### config.mk
export PLATFORM = sky130hd
export DESIGN_NAME = mult_flat
export DESIGN_NICKNAME = d
export VERILOG_FILES = /design/src/rtl/muldiv_pkg.sv /design/src/rtl/mult_if.sv /design/src/rtl/booth_step.sv /design/src/rtl/mult.sv /design/src/flat_wrapper.sv
export SDC_FILE = /design/constraint.sdc
export NUM_CORES = 1
export LEC_CHECK = 0
export ABC_AREA = 1
export CORE_UTILIZATION = 51
export DETAILED_ROUTE_END_ITERATION = 7
export PLACE_DENSITY = 0.77
export SLEW_MARGIN = 20
export SYNTH_ARGS = -nofsm -noshare
export SYNTH_HDL_FRONTEND = slang
export SYNTH_SLANG_ARGS = --single-unit
export TNS_END_PERCENT = 5
### constraint.sdc
create_clock -name clk -period 3.03 [get_ports clk]
set_input_delay 0.7575 -clock clk [delete_from_list [all_inputs] [get_ports clk]]
set_output_delay 0.7575 -clock clk [all_outputs]
set_load 0.02 [all_outputs]
### src/rtl/muldiv_pkg.sv
// Definitions shared by the mult/div unit so the control unit decodes both the same way.
// State encodings, default operand width and the iteration count helper.
package muldiv_pkg;

  localparam int MD_WIDTH = 32;

  typedef logic [1:0] md_state_t;

  localparam logic [1:0] ST_IDLE = 2'd0;
  localparam logic [1:0] ST_RUN  = 2'd1;
  localparam logic [1:0] ST_DONE = 2'd2;

  // Operands are extended by one bit so the most negative signed and the
  // largest unsigned value both fit; this is also the number of Booth steps.
  function automatic int iter_count(input int w);
    return w + 1;
  endfunction

endpackage

### src/rtl/mult_if.sv
// Control-unit side bundle of the sequential multiplier.
// Carries is_unsigned only when MULT_UNSIGNED_EN is defined.
interface mult_if
  import muldiv_pkg::*;
#(
  parameter int WIDTH = MD_WIDTH
);

  // Handshake: init is a one-cycle request honoured only while busy is low;
  // busy stays high until the cycle in which done pulses, and hi/lo hold the
  // product from that cycle until the next done, stop or reset. stop aborts.
  logic [WIDTH-1:0] a;
  logic [WIDTH-1:0] b;
  logic             init;
  logic             stop;
`ifdef MULT_UNSIGNED_EN
  logic             is_unsigned;
`endif
  logic [WIDTH-1:0] hi;
  logic [WIDTH-1:0] lo;
  logic             busy;
  logic             done;
  md_state_t        dbg_state;

  modport master (
    output a, b, init, stop,
`ifdef MULT_UNSIGNED_EN
    output is_unsigned,
`endif
    input  hi, lo, busy, done, dbg_state
  );

  modport slave (
    input  a, b, init, stop,
`ifdef MULT_UNSIGNED_EN
    input  is_unsigned,
`endif
    output hi, lo, busy, done, dbg_state
  );

endinterface

### src/rtl/booth_step.sv
// One radix-2 Booth recoding step: conditional add/subtract of M into A,
// then arithmetic right shift of {A,Q,q_1} by one bit.
module booth_step #(
  parameter int W = 33
) (
  input  logic [W-1:0] acc,
  input  logic [W-1:0] q,
  input  logic [W-1:0] m,
  input  logic         q_1,
  output logic [W-1:0] acc_nx,
  output logic [W-1:0] q_nx,
  output logic         q_1_nx
);

  logic [W-1:0] sum;

  always_comb begin
    sum = acc;
    case ({q[0], q_1})
      2'b01:   sum = acc + m;
      2'b10:   sum = acc - m;
      default: sum = acc;
    endcase
    acc_nx = {sum[W-1], sum[W-1:1]};
    q_nx   = {sum[0], q[W-1:1]};
    q_1_nx = q[0];
  end

endmodule

### src/rtl/mult.sv
// Sequential 32x32->64 Booth multiplier (MIPS MULT), one step per clock.
// MULT_UNSIGNED_EN adds is_unsigned for zero-extended operands (MULTU).
module mult
  import muldiv_pkg::*;
#(
  parameter int WIDTH = MD_WIDTH
) (
  input  logic clk,
  input  logic rst,
  mult_if.slave bus
);

  localparam int ITER = iter_count(WIDTH);
  localparam int CW   = $clog2(ITER + 1);

  md_state_t        state;
  logic [CW-1:0]    cnt;
  logic [WIDTH:0]   acc;
  logic [WIDTH:0]   q;
  logic [WIDTH:0]   m;
  logic             q_1;
  logic [WIDTH-1:0] hi;
  logic [WIDTH-1:0] lo;
  logic             done;

  logic [WIDTH:0]   acc_nx;
  logic [WIDTH:0]   q_nx;
  logic             q_1_nx;
  logic             sgn;

`ifdef MULT_UNSIGNED_EN
  assign sgn = ~bus.is_unsigned;
`else
  assign sgn = 1'b1;
`endif

  booth_step #(.W(WIDTH + 1)) u_step (
    .acc    (acc),
    .q      (q),
    .m      (m),
    .q_1    (q_1),
    .acc_nx (acc_nx),
    .q_nx   (q_nx),
    .q_1_nx (q_1_nx)
  );

  always_ff @(posedge clk or negedge rst) begin
    if (!rst) begin
      state <= ST_IDLE;
      cnt   <= '0;
      acc   <= '0;
      q     <= '0;
      m     <= '0;
      q_1   <= 1'b0;
      hi    <= '0;
      lo    <= '0;
      done  <= 1'b0;
    end else if (bus.stop) begin
      state <= ST_IDLE;
      cnt   <= '0;
      acc   <= '0;
      q     <= '0;
      m     <= '0;
      q_1   <= 1'b0;
      hi    <= '0;
      lo    <= '0;
      done  <= 1'b0;
    end else begin
      done <= 1'b0;
      case (state)
        ST_IDLE: begin
          if (bus.init) begin
            m     <= {sgn & bus.a[WIDTH-1], bus.a};
            q     <= {sgn & bus.b[WIDTH-1], bus.b};
            acc   <= '0;
            q_1   <= 1'b0;
            cnt   <= CW'(ITER);
            state <= ST_RUN;
          end
        end
        ST_RUN: begin
          // The exhausted-count edge is spent moving to DONE, not stepping.
          if (cnt == '0) begin
            state <= ST_DONE;
          end else begin
            acc <= acc_nx;
            q   <= q_nx;
            q_1 <= q_1_nx;
            cnt <= cnt - 1'b1;
          end
        end
        ST_DONE: begin
          {hi, lo} <= {acc[WIDTH-2:0], q};
          done     <= 1'b1;
          state    <= ST_IDLE;
        end
        default: state <= ST_IDLE;
      endcase
    end
  end

  assign bus.hi        = hi;
  assign bus.lo        = lo;
  assign bus.done      = done;
  assign bus.busy      = (state != ST_IDLE);
  assign bus.dbg_state = state;

endmodule
### src/flat_wrapper.sv
// flat-port wrapper written by rule: the top's interface ports become plain ports
module mult_flat import muldiv_pkg::*;
#(
  parameter int WIDTH = MD_WIDTH
)
  (clk, rst, bus_a, bus_b, bus_init, bus_stop, bus_hi, bus_lo, bus_busy, bus_done, bus_dbg_state);
  mult_if #(.WIDTH(WIDTH)) bus_i ();
  input  logic clk;
  input  logic rst;
  input wire logic [$bits(bus_i.a)-1:0] bus_a;
  input wire logic [$bits(bus_i.b)-1:0] bus_b;
  input wire logic [$bits(bus_i.init)-1:0] bus_init;
  input wire logic [$bits(bus_i.stop)-1:0] bus_stop;
  output wire logic [$bits(bus_i.hi)-1:0] bus_hi;
  output wire logic [$bits(bus_i.lo)-1:0] bus_lo;
  output wire logic [$bits(bus_i.busy)-1:0] bus_busy;
  output wire logic [$bits(bus_i.done)-1:0] bus_done;
  output wire logic [$bits(bus_i.dbg_state)-1:0] bus_dbg_state;
  assign bus_i.a = bus_a;
  assign bus_i.b = bus_b;
  assign bus_i.init = bus_init;
  assign bus_i.stop = bus_stop;
  assign bus_hi = bus_i.hi;
  assign bus_lo = bus_i.lo;
  assign bus_busy = bus_i.busy;
  assign bus_done = bus_i.done;
  assign bus_dbg_state = bus_i.dbg_state;
  mult #(.WIDTH(WIDTH)) u_core (.clk(clk), .rst(rst), .bus(bus_i));
endmodule
==> results of run 1 <==
## state kept, by name (all words and copies together), names as in the netlist
register              count
u_core.q_1                1
u_core.acc               32
u_core.m                 32
u_core.q                 33
u_core.bus.dbg_state      2
u_core.cnt                6
u_core.bus.lo            32
u_core.bus.hi            32
u_core.bus.done           1
## stage by stage
step	std cells	util	setup WS (ns)	total power, µW	hold WS (ns)
after detailed placement	1889	0.615	-0.213	7690	0.502
after floorplan	1498	-	0.201	6210	0.462
after global routing	1938	0.683	-0.184	11800	0.308
final	1938	0.683	-0.0359	11000	0.267
after global placement	1889	0.615	-0.159	7600	0.494
after CTS	1922	0.648	0.00599	10100	0.292
## logic make-up (layout without fill, tap and decap cells)
| family | Yosys count | in the layout | share of synthesized area |
|---|---|---|---|
| AO/OA/AOI/OAI | 271 | 271 | 0.151 |
| buffers and inverters | 329 | 499 | 0.119 |
| adder cells (fa/ha/maj) | 36 | 36 | 0.0427 |
| XOR/XNOR | 37 | 37 | 0.0302 |
| flip-flops | 171 | 171 | 0.399 |
| AND/OR/NAND/NOR | 654 | 654 | 0.258 |
## worst paths after layout
kind / startpoint / to / slack [ns]
hold / removal: rst / u_core.bus.lo[8] / 0.27
max in group asynchronous: rst / u_core.m[4] / 2.01
hold reg to reg: u_core.bus.hi[3] / u_core.bus.hi[3] / 0.52
setup reg to reg: u_core.m[0] / u_core.acc[25] / -0.04
setup / recovery: u_core.m[0] / u_core.acc[25] / -0.04
min in group clk: u_core.bus.hi[3] / u_core.bus.hi[3] / 0.52
## cell usage after synthesis
cell type	number	area, µm²
sky130_fd_sc_hd__nor2_1	82	308
sky130_fd_sc_hd__dfrtp_1	171	4280
sky130_fd_sc_hd__o21a_1	1	7.51
sky130_fd_sc_hd__buf_1	2	7.51
sky130_fd_sc_hd__a31oi_1	1	6.26
sky130_fd_sc_hd__buf_4	1	7.51
sky130_fd_sc_hd__o21ai_0	167	836
sky130_fd_sc_hd__buf_6	4	45.0
sky130_fd_sc_hd__ha_1	35	438
sky130_fd_sc_hd__nor2_2	1	6.26
sky130_fd_sc_hd__o22ai_2	30	375
sky130_fd_sc_hd__buf_2	6	30.0
sky130_fd_sc_hd__o22ai_1	4	25.0
sky130_fd_sc_hd__nand4_1	6	37.5
sky130_fd_sc_hd__clkbuf_1	46	173
sky130_fd_sc_hd__xor2_1	37	324
sky130_fd_sc_hd__nand2_1	374	1400
sky130_fd_sc_hd__a21oi_1	51	255
sky130_fd_sc_hd__o21bai_1	1	7.51
sky130_fd_sc_hd__fa_1	1	20.0
sky130_fd_sc_hd__o21ai_2	1	8.76
sky130_fd_sc_hd__or2_2	1	6.26
sky130_fd_sc_hd__nor2_4	5	56.3
sky130_fd_sc_hd__o211ai_1	6	45.0
sky130_fd_sc_hd__nor3b_2	1	12.5
sky130_fd_sc_hd__clkinv_1	1	3.75
sky130_fd_sc_hd__nand3b_1	3	22.5
sky130_fd_sc_hd__nand3_1	157	786
sky130_fd_sc_hd__o221ai_1	1	8.76
sky130_fd_sc_hd__nor4_1	4	25.0
sky130_fd_sc_hd__o2111ai_1	1	8.76
sky130_fd_sc_hd__nor3_1	16	80.1
sky130_fd_sc_hd__inv_2	6	22.5
sky130_fd_sc_hd__o21ai_1	6	30.0
sky130_fd_sc_hd__and2_1	3	18.8
sky130_fd_sc_hd__inv_1	263	987
sky130_fd_sc_hd__and3_1	1	6.26
sky130_fd_sc_hd__a21o_1	1	7.51
## routing by layer
| metal | vias up | part of all wire | global-route usage |
|---|---|---|---|
| met5 | - | 0 | 0 |
| met4 | 0 | 0.023 | 0.0948 |
| met3 | 58 | 0.069 | 0.0534 |
| met2 | 349 | 0.48 | 0.486 |
| met1 | 4893 | 0.43 | 0.382 |
| li1 | 5092 | - | - |
## report_power, final
group	internal (µW)	switching, µW	leakage [µW]
Clock	1210	1070	0.000301
Sequential	2610	242	0.00232
Combinational	2190	3710	0.00420
Total	6010	5020	0.00682
## what timing repair did
item	in CTS	in global routing
endpoints found under the hold margin	0	0
gates cloned	0	0
resized for setup	15	149
buffers inserted	1	17
pin swaps	1	44
setup endpoints to repair	17	24
## layout make-up
| class | count | area [µm²] |
|---|---|---|
| inverter | 270 | 1010 |
| clock inverter | 14 | 176 |
| tap | 270 | 338 |
| sequential | 171 | 4280 |
| timing repair buffer | 197 | 1880 |
| fill | 1713 | 6480 |
| multi-input combinational | 998 | 5820 |
| clock buffer | 18 | 439 |
## cells in the final DEF (no fill, tap or decap), types with 31 or more instances in the layout
| cell type | instances |
|---|---|
| sky130_fd_sc_hd__buf_4 | 57 |
| sky130_fd_sc_hd__nor2_1 | 57 |
| sky130_fd_sc_hd__a21oi_1 | 39 |
| sky130_fd_sc_hd__nand2_2 | 31 |
| sky130_fd_sc_hd__xor2_1 | 33 |
| sky130_fd_sc_hd__inv_1 | 254 |
| sky130_fd_sc_hd__nand2_1 | 336 |
| sky130_fd_sc_hd__o21ai_0 | 159 |
| sky130_fd_sc_hd__nand3_1 | 150 |
| sky130_fd_sc_hd__dfrtp_1 | 169 |
| sky130_fd_sc_hd__clkdlybuf4s50_1 | 134 |
==> out/qor.txt, run 1 <==
Final Cycle Share: 1.01
Die X: 147 µm
P per Cell Area: 791 mW/mm²
mean number of vias per cell: 5.36
Row Count: 52
number of stages on the worst setup path: 20
maximum level of the CTS H-tree: 4
antenna violations before repair: 0
Detail Placement HPWL: 22,100 µm
cell chain of the critical path: inv_2, nand3_4, nor3_4, buf_4, nand3_4, nand2_4, o21ai_1, xor2_1, ha_1, nand2_1, inv_2, nand2_2, nand2_2, o21bai_1, a21oi_1, nand2_1, nand2_1, nand3_1, nand2_1, nand2_1
remaining max-slew budget at the tightest pin: 0.309
total detailed-routing wirelength: 31,600 µm
Distinct cells, synth: 38
Inserted Clock Buffers: 17
largest stage delay on the critical path: 0.40 ns
max-cap check violation count: 0
net count of the finished layout: 1,759
Sinks on Clock Net: 171
total global routing track utilization: 0.291
antenna-violating nets left: 0
clock tree skew after final layout: 0.0159 ns
pin count of the biggest net entering global routing: 98
Max Freq: 326 MHz
share of synthesized area occupied by flip-flops and latches: 0.399
synthesis warning total: 0
critical path start-end classification: reg -> reg
number of buffers and inverters on the critical path: 3
Diodes inserted: 0
Worst path most repeated cell: sky130_fd_sc_hd__nand2_1
Setup WS post-layout: -0.0359 ns
final instance area: 0.0139 mm²
Post-Synthesis Cells: 1,498
minimum clock period: 3.07 ns
Post-Syn Area: 0.0107 mm²
number of global-route vias before repair: 10,052
first-pass GRT wire length: 50,000 µm
run status: finished with violations
fraction of layout cells with a size suffix above 1: 0.162
cell at the root of the clock tree: sky130_fd_sc_hd__clkbuf_16
Clock Tree Buf Depth: 2
cell area after placement: 0.0126 mm²
sort of element at the start of the critical path: flop
slew of the pin with the lowest slew margin: 1.04 ns
family with the most delay on the worst path: simple AND/OR/NAND/NOR gates
global placement routability congestion: 0.960
setup repair after global routing missed its margin: yes
worst min-delay path category: in -> async
violated checks: negative setup slack
mean cell area of the mapped netlist: 7.16 µm²
via total after detailed routing: 10,392
# port buffers: 135
post-synthesis net count: 1,602
Max Transition Viols Final: 0
clock tree from TritonCTS: built
clock insertion delay at the later pin of the skew report: 0.44 ns
capturing element type of the critical path: flop
final setup fails: 1
core box area: 0.0204 mm²
number of hold buffers added after cts: 0
die boundary height: 147 µm
clock slew at the register clock pins of the worst setup and hold paths: 0.08 ns
drt pass-1 iters: 5
initial cell density of the core: 0.525
leakage dissipation: 0.00682 µW
number of hold violations in the final report: 0
Worst VDD drop: 0.000463 V
Fin Setup TNS: -0.0359 ns
required time worst endpoint: 3.35 ns
register bit total from synthesis: 171
top-level port count: 136
wire per inst: 16.3 µm
area enclosed by the die boundary: 0.0216 mm²
total DRC errors in the routed layout: 0
area growth from synthesis to final layout: 30.0%
largest fanout on the critical path: 4
standard cell with the maximum stage delay on the critical path: sky130_fd_sc_hd__dfrtp_1
number of DRC markers after the initial detailed-route iteration: 708
number of cells on the worst reg-to-reg path: 20
crit path DAT: 3.39 ns
remaining global-route overflow: 0
Power figures use the tool's default switching activity.
==> run 2: changes to the inputs <==
--- a/config.mk
+++ b/config.mk
@@ -8,6 +8,7 @@
 export ABC_AREA = 1
 export CORE_UTILIZATION = 51
 export DETAILED_ROUTE_END_ITERATION = 7
+export GPL_ROUTABILITY_DRIVEN = 0
 export PLACE_DENSITY = 0.77
 export SLEW_MARGIN = 20
 export SYNTH_ARGS = -nofsm -noshare
==> out/qor.txt, run 2 (synthesis gave the netlist of run 1 again) <==
total global routing track utilization: 0.279
crit path DAT: 3.42 ns
worst min-delay path category: in -> async
top-level port count: 136
Sinks on Clock Net: 171
antenna violations before repair: 0
number of hold violations in the final report: 0
Comb power frac: 0.520
via total after detailed routing: 10,538
clock slew at the register clock pins of the worst setup and hold paths: 0.08 ns
mean number of vias per cell: 5.48
area enclosed by the die boundary: 0.0216 mm²
number of flip-flops under the largest register name: 33
sequential share of power: 0.267
cell area after placement: 0.0125 mm²
pin count of the biggest net entering global routing: 98
run status: finished with violations
maximum level of the CTS H-tree: 4
clock insertion delay at the later pin of the skew report: 0.44 ns
final setup fails: 1
Diodes inserted: 0
area growth from synthesis to final layout: 27.5%
initial cell density of the core: 0.525
Final Cycle Share: 1.02
cell at the root of the clock tree: sky130_fd_sc_hd__clkbuf_16
remaining max-slew budget at the tightest pin: 0.295
worst reg2reg path endpoint: u_core.acc[30]
number of hold buffers added after cts: 0
Detail Placement HPWL: 21,000 µm
largest register by flop count: u_core.q
leading cell type in the layout, fill and taps excluded: sky130_fd_sc_hd__nand2_1
largest fanout on the critical path: 5
clock tree skew after final layout: 0.0127 ns
switching portion of total power: 0.459
violated checks: negative setup slack
internal power summed over all cells: 5790 µW
startpoint of the most critical setup path: u_core.m[4]
leakage dissipation: 0.00671 µW
post-placement cell count: 1,879
slew of the pin with the lowest slew margin: 1.06 ns
core box area: 0.0204 mm²
top library cells by usage in the layout, fill and taps aside: sky130_fd_sc_hd__nand2_1, sky130_fd_sc_hd__inv_1, sky130_fd_sc_hd__dfrtp_1
# port buffers: 135
Clock Tree Buf Depth: 2
capturing element of the worst setup path: u_core.acc[30]
number of global-route vias before repair: 9,718
Inserted Clock Buffers: 17
total DRC errors in the routed layout: 0
Setup WS post-layout: -0.0592 ns
wire per inst: 16.0 µm
Row Count: 52
minimum clock period: 3.09 ns
number of cells on the worst reg-to-reg path: 18
max-cap check violation count: 0
P per Cell Area: 783 mW/mm²
clock tree from TritonCTS: built
Worst VDD drop: 0.000513 V
capturing element type of the critical path: flop
critical path start-end classification: reg -> reg
setup repair after global routing missed its margin: yes
remaining global-route overflow: 0
Filler Cells Inserted: 1,662
sort of element at the start of the critical path: flop
drt pass-1 iters: 7
first-pass GRT wire length: 48,000 µm
Fin Setup TNS: -0.0592 ns
launch instance of the worst register-to-register path: u_core.m[4]
post-route total power: 10,700 µW
fraction of layout cells with a size suffix above 1: 0.140
net switching power: 4910 µW
net count of the finished layout: 1,744
number of DRC markers after the initial detailed-route iteration: 877
Die X: 147 µm
relative contribution of the clock network to total power: 0.214
total detailed-routing wirelength: 30,800 µm
Final Non-Filler Cells: 1,923
setup slack at placement: -0.242 ns
register-to-register setup slack: -0.06 ns
Max Freq: 324 MHz
required time worst endpoint: 3.37 ns
die boundary height: 147 µm
final instance area: 0.0137 mm²
antenna-violating nets left: 0
Max Transition Viols Final: 0
==> run 2: cell count changes in the layout (fill, tap and decap cells not counted), moves of 3 or more <==
cell,delta
sky130_fd_sc_hd__nand2_2,-6
sky130_fd_sc_hd__nand2_1,+11
sky130_fd_sc_hd__xor2_1,+4
sky130_fd_sc_hd__o21ai_1,+3
sky130_fd_sc_hd__a21oi_1,+3
sky130_fd_sc_hd__a21oi_2,-3
sky130_fd_sc_hd__nand2_4,-5
sky130_fd_sc_hd__buf_4,-14
sky130_fd_sc_hd__xor2_2,-4
==> run 2: final cells by class <==
type	count	area, µm²	area share
multi-input cells	998	5690	0.416
flip-flops and latches	171	4280	0.313
repair buffers	182	1750	0.128
inverters	270	1010	0.0741
clock buffers	18	439	0.0321
well taps	270	338	0.0247
clock inverters	14	176	0.0129
==> run 2: stage by stage <==
| stage | util | hold WS, ns |
|---|---|---|
| floorplan | - | 0.462 |
| global placement | 0.610 | 0.494 |
| detailed placement | 0.610 | 0.501 |
| CTS | 0.646 | 0.199 |
| global route | 0.670 | 0.208 |
| finish | 0.670 | 0.183 |
==> run 2: worst min path at each step <==
stage	from	to	slack, ns	depth (start not counted)
floorplan	rst	u_core.acc[0]	0.46	0
global placement	u_core.bus.lo[1]	u_core.bus.lo[1]	0.49	2
detailed placement	u_core.bus.hi[16]	u_core.bus.hi[16]	0.50	2
CTS	rst	u_core.q[8]	0.20	1
global route	rst	u_core.q[9]	0.21	1
finish	rst	u_core.q[9]	0.18	1
==> run 2: power groups by stage <==
stage          Clock (µW)  Combinational, µW  Sequential (µW)
4_1_cts              2300               4910             2830
6_report             2290               5560             2850
2_1_floorplan           0               3380             2830
5_1_grt              2410               6080             2880
3_5_place_dp            0               4670             2850
3_3_place_gp            0               4570             2850
==> run 2: worst max-delay path, stage by stage, from the launching register on <==
cell and delay [ns]:
sky130_fd_sc_hd__dfrtp_2 0.46, sky130_fd_sc_hd__nor2_4 0.14, sky130_fd_sc_hd__buf_4 0.12, sky130_fd_sc_hd__nand2_1 0.09, sky130_fd_sc_hd__nand3b_1 0.22, sky130_fd_sc_hd__nor3_1 0.23, sky130_fd_sc_hd__xor2_1 0.17, sky130_fd_sc_hd__nand2_1 0.06
sky130_fd_sc_hd__o21ai_0 0.12, sky130_fd_sc_hd__ha_2 0.39, sky130_fd_sc_hd__a21oi_2 0.18, sky130_fd_sc_hd__o21a_1 0.16, sky130_fd_sc_hd__nand2_1 0.08, sky130_fd_sc_hd__a21oi_2 0.14, sky130_fd_sc_hd__nand2_1 0.09, sky130_fd_sc_hd__nand2_1 0.10
sky130_fd_sc_hd__nand3_2 0.08, sky130_fd_sc_hd__nand2_2 0.11, sky130_fd_sc_hd__nand2_1 0.05
==> run 2: layer usage <==
metal	routed length (µm)	global-route usage	vias up
li1	-	-	5056
met1	12600	0.361	4941
met2	14900	0.459	463
met3	2530	0.0658	78
met4	739	0.0923	0
met5	0	0	-
==> run 2: what timing repair did <==
action / CTS / global route
setup endpoints to repair: 15 / 23
gates resized for setup: 29 / 106
endpoints found under the hold margin: 0 / 0
pin swaps: 3 / 29
setup buffers: 1 / 11
==> run 3: changes to the inputs <==
--- a/config.mk
+++ b/config.mk
@@ -6,12 +6,14 @@
 export NUM_CORES = 1
 export LEC_CHECK = 0
 export ABC_AREA = 1
-export CORE_UTILIZATION = 51
+export CORE_UTILIZATION = 52
 export DETAILED_ROUTE_END_ITERATION = 7
 export GPL_ROUTABILITY_DRIVEN = 0
-export PLACE_DENSITY = 0.77
+export PLACE_DENSITY = 0.78
+export SETUP_SLACK_MARGIN = 0.4
 export SLEW_MARGIN = 20
 export SYNTH_ARGS = -nofsm -noshare
 export SYNTH_HDL_FRONTEND = slang
+export SYNTH_HIERARCHICAL = 1
 export SYNTH_SLANG_ARGS = --single-unit
 export TNS_END_PERCENT = 5
==> out/qor.txt, run 3 <==
run status: finished with violations
violated checks: negative setup slack
final setup fails: 5
largest fanout on the critical path: 4
fraction of layout cells with a size suffix above 1: 0.165
setup slack at placement: -0.0674 ns
multi-input combinational cell area: 0.00654 mm²
antenna-violating nets left: 0
total detailed-routing wirelength: 32,800 µm
Sinks on Clock Net: 172
register-to-register setup slack: -0.05 ns
EDFF count, synth: 0
Die X: 150 µm
sort of element at the start of the critical path: flop
Worst path most repeated cell: sky130_fd_sc_hd__nand2_1
sequential share of power: 0.285
Distinct cells, synth: 39
Max Transition Viols Final: 0
mean number of vias per cell: 5.36
Row Count: 53
Compound-Gate Fraction of Synth Area: 0.0700
launch instance of the worst register-to-register path: u_core/m[2]
startpoint of the most critical setup path: u_core/m[2]
largest stage delay on the critical path: 0.44 ns
via total after detailed routing: 11,560
clock tree skew after final layout: 0.0165 ns
total DRC errors in the routed layout: 0
largest family of logic cells by synthesized area: simple AND/OR/NAND/NOR gates
capturing element type of the critical path: flop
post-synthesis net count: 1,845
number of hold violations in the final report: 0
top cells by area, synth: sky130_fd_sc_hd__dfrtp_1, sky130_fd_sc_hd__nand2_1, sky130_fd_sc_hd__inv_1, sky130_fd_sc_hd__o21ai_0, sky130_fd_sc_hd__nand3_1
Final Cycle Share: 1.02
Comb power frac: 0.484
critical path start-end classification: reg -> reg
register bit total from synthesis: 172
Detail Placement HPWL: 21,600 µm
post-synthesis share of cell area spent on and, or, nand and nor gates: 0.354
worst reg2reg path endpoint: u_core/acc[26]
relative contribution of the clock network to total power: 0.231
Setup WS post-layout: -0.0487 ns
P per Cell Area: 681 mW/mm²
clock insertion delay at the later pin of the skew report: 0.44 ns
crit path DAT: 3.42 ns
pin count of the biggest net entering global routing: 61
standard cell with the maximum stage delay on the critical path: sky130_fd_sc_hd__dfrtp_2
number of cells on the worst reg-to-reg path: 20
Inserted Clock Buffers: 17
max-cap check violation count: 0
slew of the pin with the lowest slew margin: 0.970 ns
Max Freq: 325 MHz
core box area: 0.0213 mm²
antenna violations before repair: 0
switching portion of total power: 0.446
area growth from synthesis to final layout: 28.3%
initial cell density of the core: 0.538
cell at the root of the clock tree: sky130_fd_sc_hd__clkbuf_16
synthesis warning total: 6
top-level port count: 136
portion of synthesized cell area occupied by the leading cell type: 0.376
leading cell type in the layout, fill and taps excluded: sky130_fd_sc_hd__nand2_1
leading registers by flop count: u_core/acc x33, u_core/q x33
Clock Tree Buf Depth: 2
Final Non-Filler Cells: 2,156
leading register cell type out of synthesis: sky130_fd_sc_hd__dfrtp_1
first-pass GRT wire length: 51,000 µm
net count of the finished layout: 1,973
wire per inst: 15.2 µm
drt pass-1 iters: 7
required time worst endpoint: 3.37 ns
cell accounting for the most synthesized area: sky130_fd_sc_hd__dfrtp_1
family with the most delay on the worst path: simple AND/OR/NAND/NOR gates
mean cell area of the mapped netlist: 6.58 µm²
Filler Cells Inserted: 1,607
XOR/XNOR Fraction of Synth Area: 0.0268
leakage dissipation: 0.00747 µW
cell with the most instances after synthesis: sky130_fd_sc_hd__nand2_1
fraction of synthesis flops using an asynchronous set or reset pin: 1.00
number of global-route vias before repair: 10,478
number of hold buffers added after cts: 0
final instance area: 0.0147 mm²
worst min-delay path category: in -> async
total global routing track utilization: 0.286
capturing element of the worst setup path: u_core/acc[26]
setup repair after global routing missed its margin: yes
number of stages on the worst setup path: 20
number of buffers and inverters on the critical path: 1
top library cells by usage in the layout, fill and taps aside: sky130_fd_sc_hd__nand2_1, sky130_fd_sc_hd__inv_1, sky130_fd_sc_hd__dfrtp_1
net switching power: 4470 µW
Post-Syn Area: 0.0114 mm²
ranking of synthesized cells by instance count: sky130_fd_sc_hd__nand2_1, sky130_fd_sc_hd__inv_1, sky130_fd_sc_hd__dfrtp_1
# port buffers: 135
die boundary height: 150 µm
Diodes inserted: 0
post-synthesis mux area share: 0
minimum clock period: 3.08 ns
clock slew at the register clock pins of the worst setup and hold paths: 0.08 ns
post-placement cell count: 2,094
remaining global-route overflow: 0
adder and majority cell fraction of the synthesized area: 0.0411
number of DRC markers after the initial detailed-route iteration: 1,329
cell area after placement: 0.0130 mm²
Post-Synthesis Cells: 1,740
share of synthesized area occupied by flip-flops and latches: 0.376
Worst VDD drop: 0.000396 V
cell chain of the critical path: buf_4, nor2_4, nand2_4, nor2_4, nand3_4, o21ai_4, nand2_2, xor2_2, ha_4, nand2_2, nor2_4, and3_4, and2_1, nand2_1, nand2_1, nand2_1, nand3_1, nand2_1, nand2_1, nand2_1
area enclosed by the die boundary: 0.0226 mm²
combined flip-flop and latch cell area: 0.00432 mm²
remaining max-slew budget at the tightest pin: 0.353
maximum level of the CTS H-tree: 4
internal power summed over all cells: 5540 µW
clock tree from TritonCTS: built
==> run 3: cell count changes in the layout (fill, tap and decap cells not counted), moves of 12 or more <==
cell                      before  now
sky130_fd_sc_hd__xor2_1       37   14
sky130_fd_sc_hd__nand2_1     347  686
sky130_fd_sc_hd__nand3_1     151   93
sky130_fd_sc_hd__buf_4        43   55
sky130_fd_sc_hd__o21ai_0     158  109
sky130_fd_sc_hd__nand2_2      25   54
sky130_fd_sc_hd__a21oi_1      42    9
sky130_fd_sc_hd__o22ai_2      30    0
==> run 3: worst min-delay path by stage <==
stage	start	end	slack, ns	depth (start not counted)
floorplan	u_core/cnt[0]	u_core/cnt[0]	0.44	2
global placement	u_core/q_1	u_core/q_1	0.45	2
detailed placement	u_core/q_1	u_core/q_1	0.46	2
CTS	rst	u_core/bus.hi[6]	0.32	1
global route	rst	u_core/bus.hi[6]	0.34	1
finish	rst	u_core/bus.hi[6]	0.29	1
==> run 3: per-stage QoR <==
step	util	hold slack [ns]	TNS, ns	power, µW
after floorplan	-	0.442	0	5700
after global placement	0.609	0.455	-0.0149	6500
after detailed placement	0.609	0.459	-0.255	6580
after CTS	0.663	0.324	0	9360
after global routing	0.690	0.335	-2.02	10600
final	0.690	0.289	-0.117	10000
==> run 3: routing by layer <==
layer / part of all wire / vias to the layer above / wire length (µm) / global-route usage
met5: 0 / - / 0 / 0
met4: 0.029 / 0 / 941 / 0.0924
met3: 0.091 / 97 / 3000 / 0.0579
met2: 0.46 / 601 / 15000 / 0.453
met1: 0.42 / 5350 / 13800 / 0.392
li1: - / 5512 / - / -
==> run 3: kinds of logic after synthesis <==
kind of cell | after synthesis
fa+ha+maj | 37
simple gates | 993
flops | 172
compound gates | 153
xor+xnor | 35
buf+inv | 350
==> run 3: cell type report <==
class,count,share of cell area
multi-input cells,1218,0.445
clock inverters,15,0.0136
flip-flops and latches,172,0.294
clock buffers,17,0.0290
repair buffers,195,0.127
well taps,275,0.0234
inverters,264,0.0678
==> run 3: power groups by stage <==
stage	Combinational (µW)	Sequential, µW	Clock, µW
2_1_floorplan	2900	2810	0
6_report	4840	2850	2310
4_1_cts	4190	2820	2350
5_1_grt	5250	2880	2450
3_5_place_dp	3730	2840	0
3_3_place_gp	3660	2840	0
==> run 3: repair_timing <==
action	4_1_cts	5_1_grt
gates cloned	0	0
buffers inserted	15	15
setup endpoints to repair	28	30
pin swaps	40	60
gates resized for setup	91	111
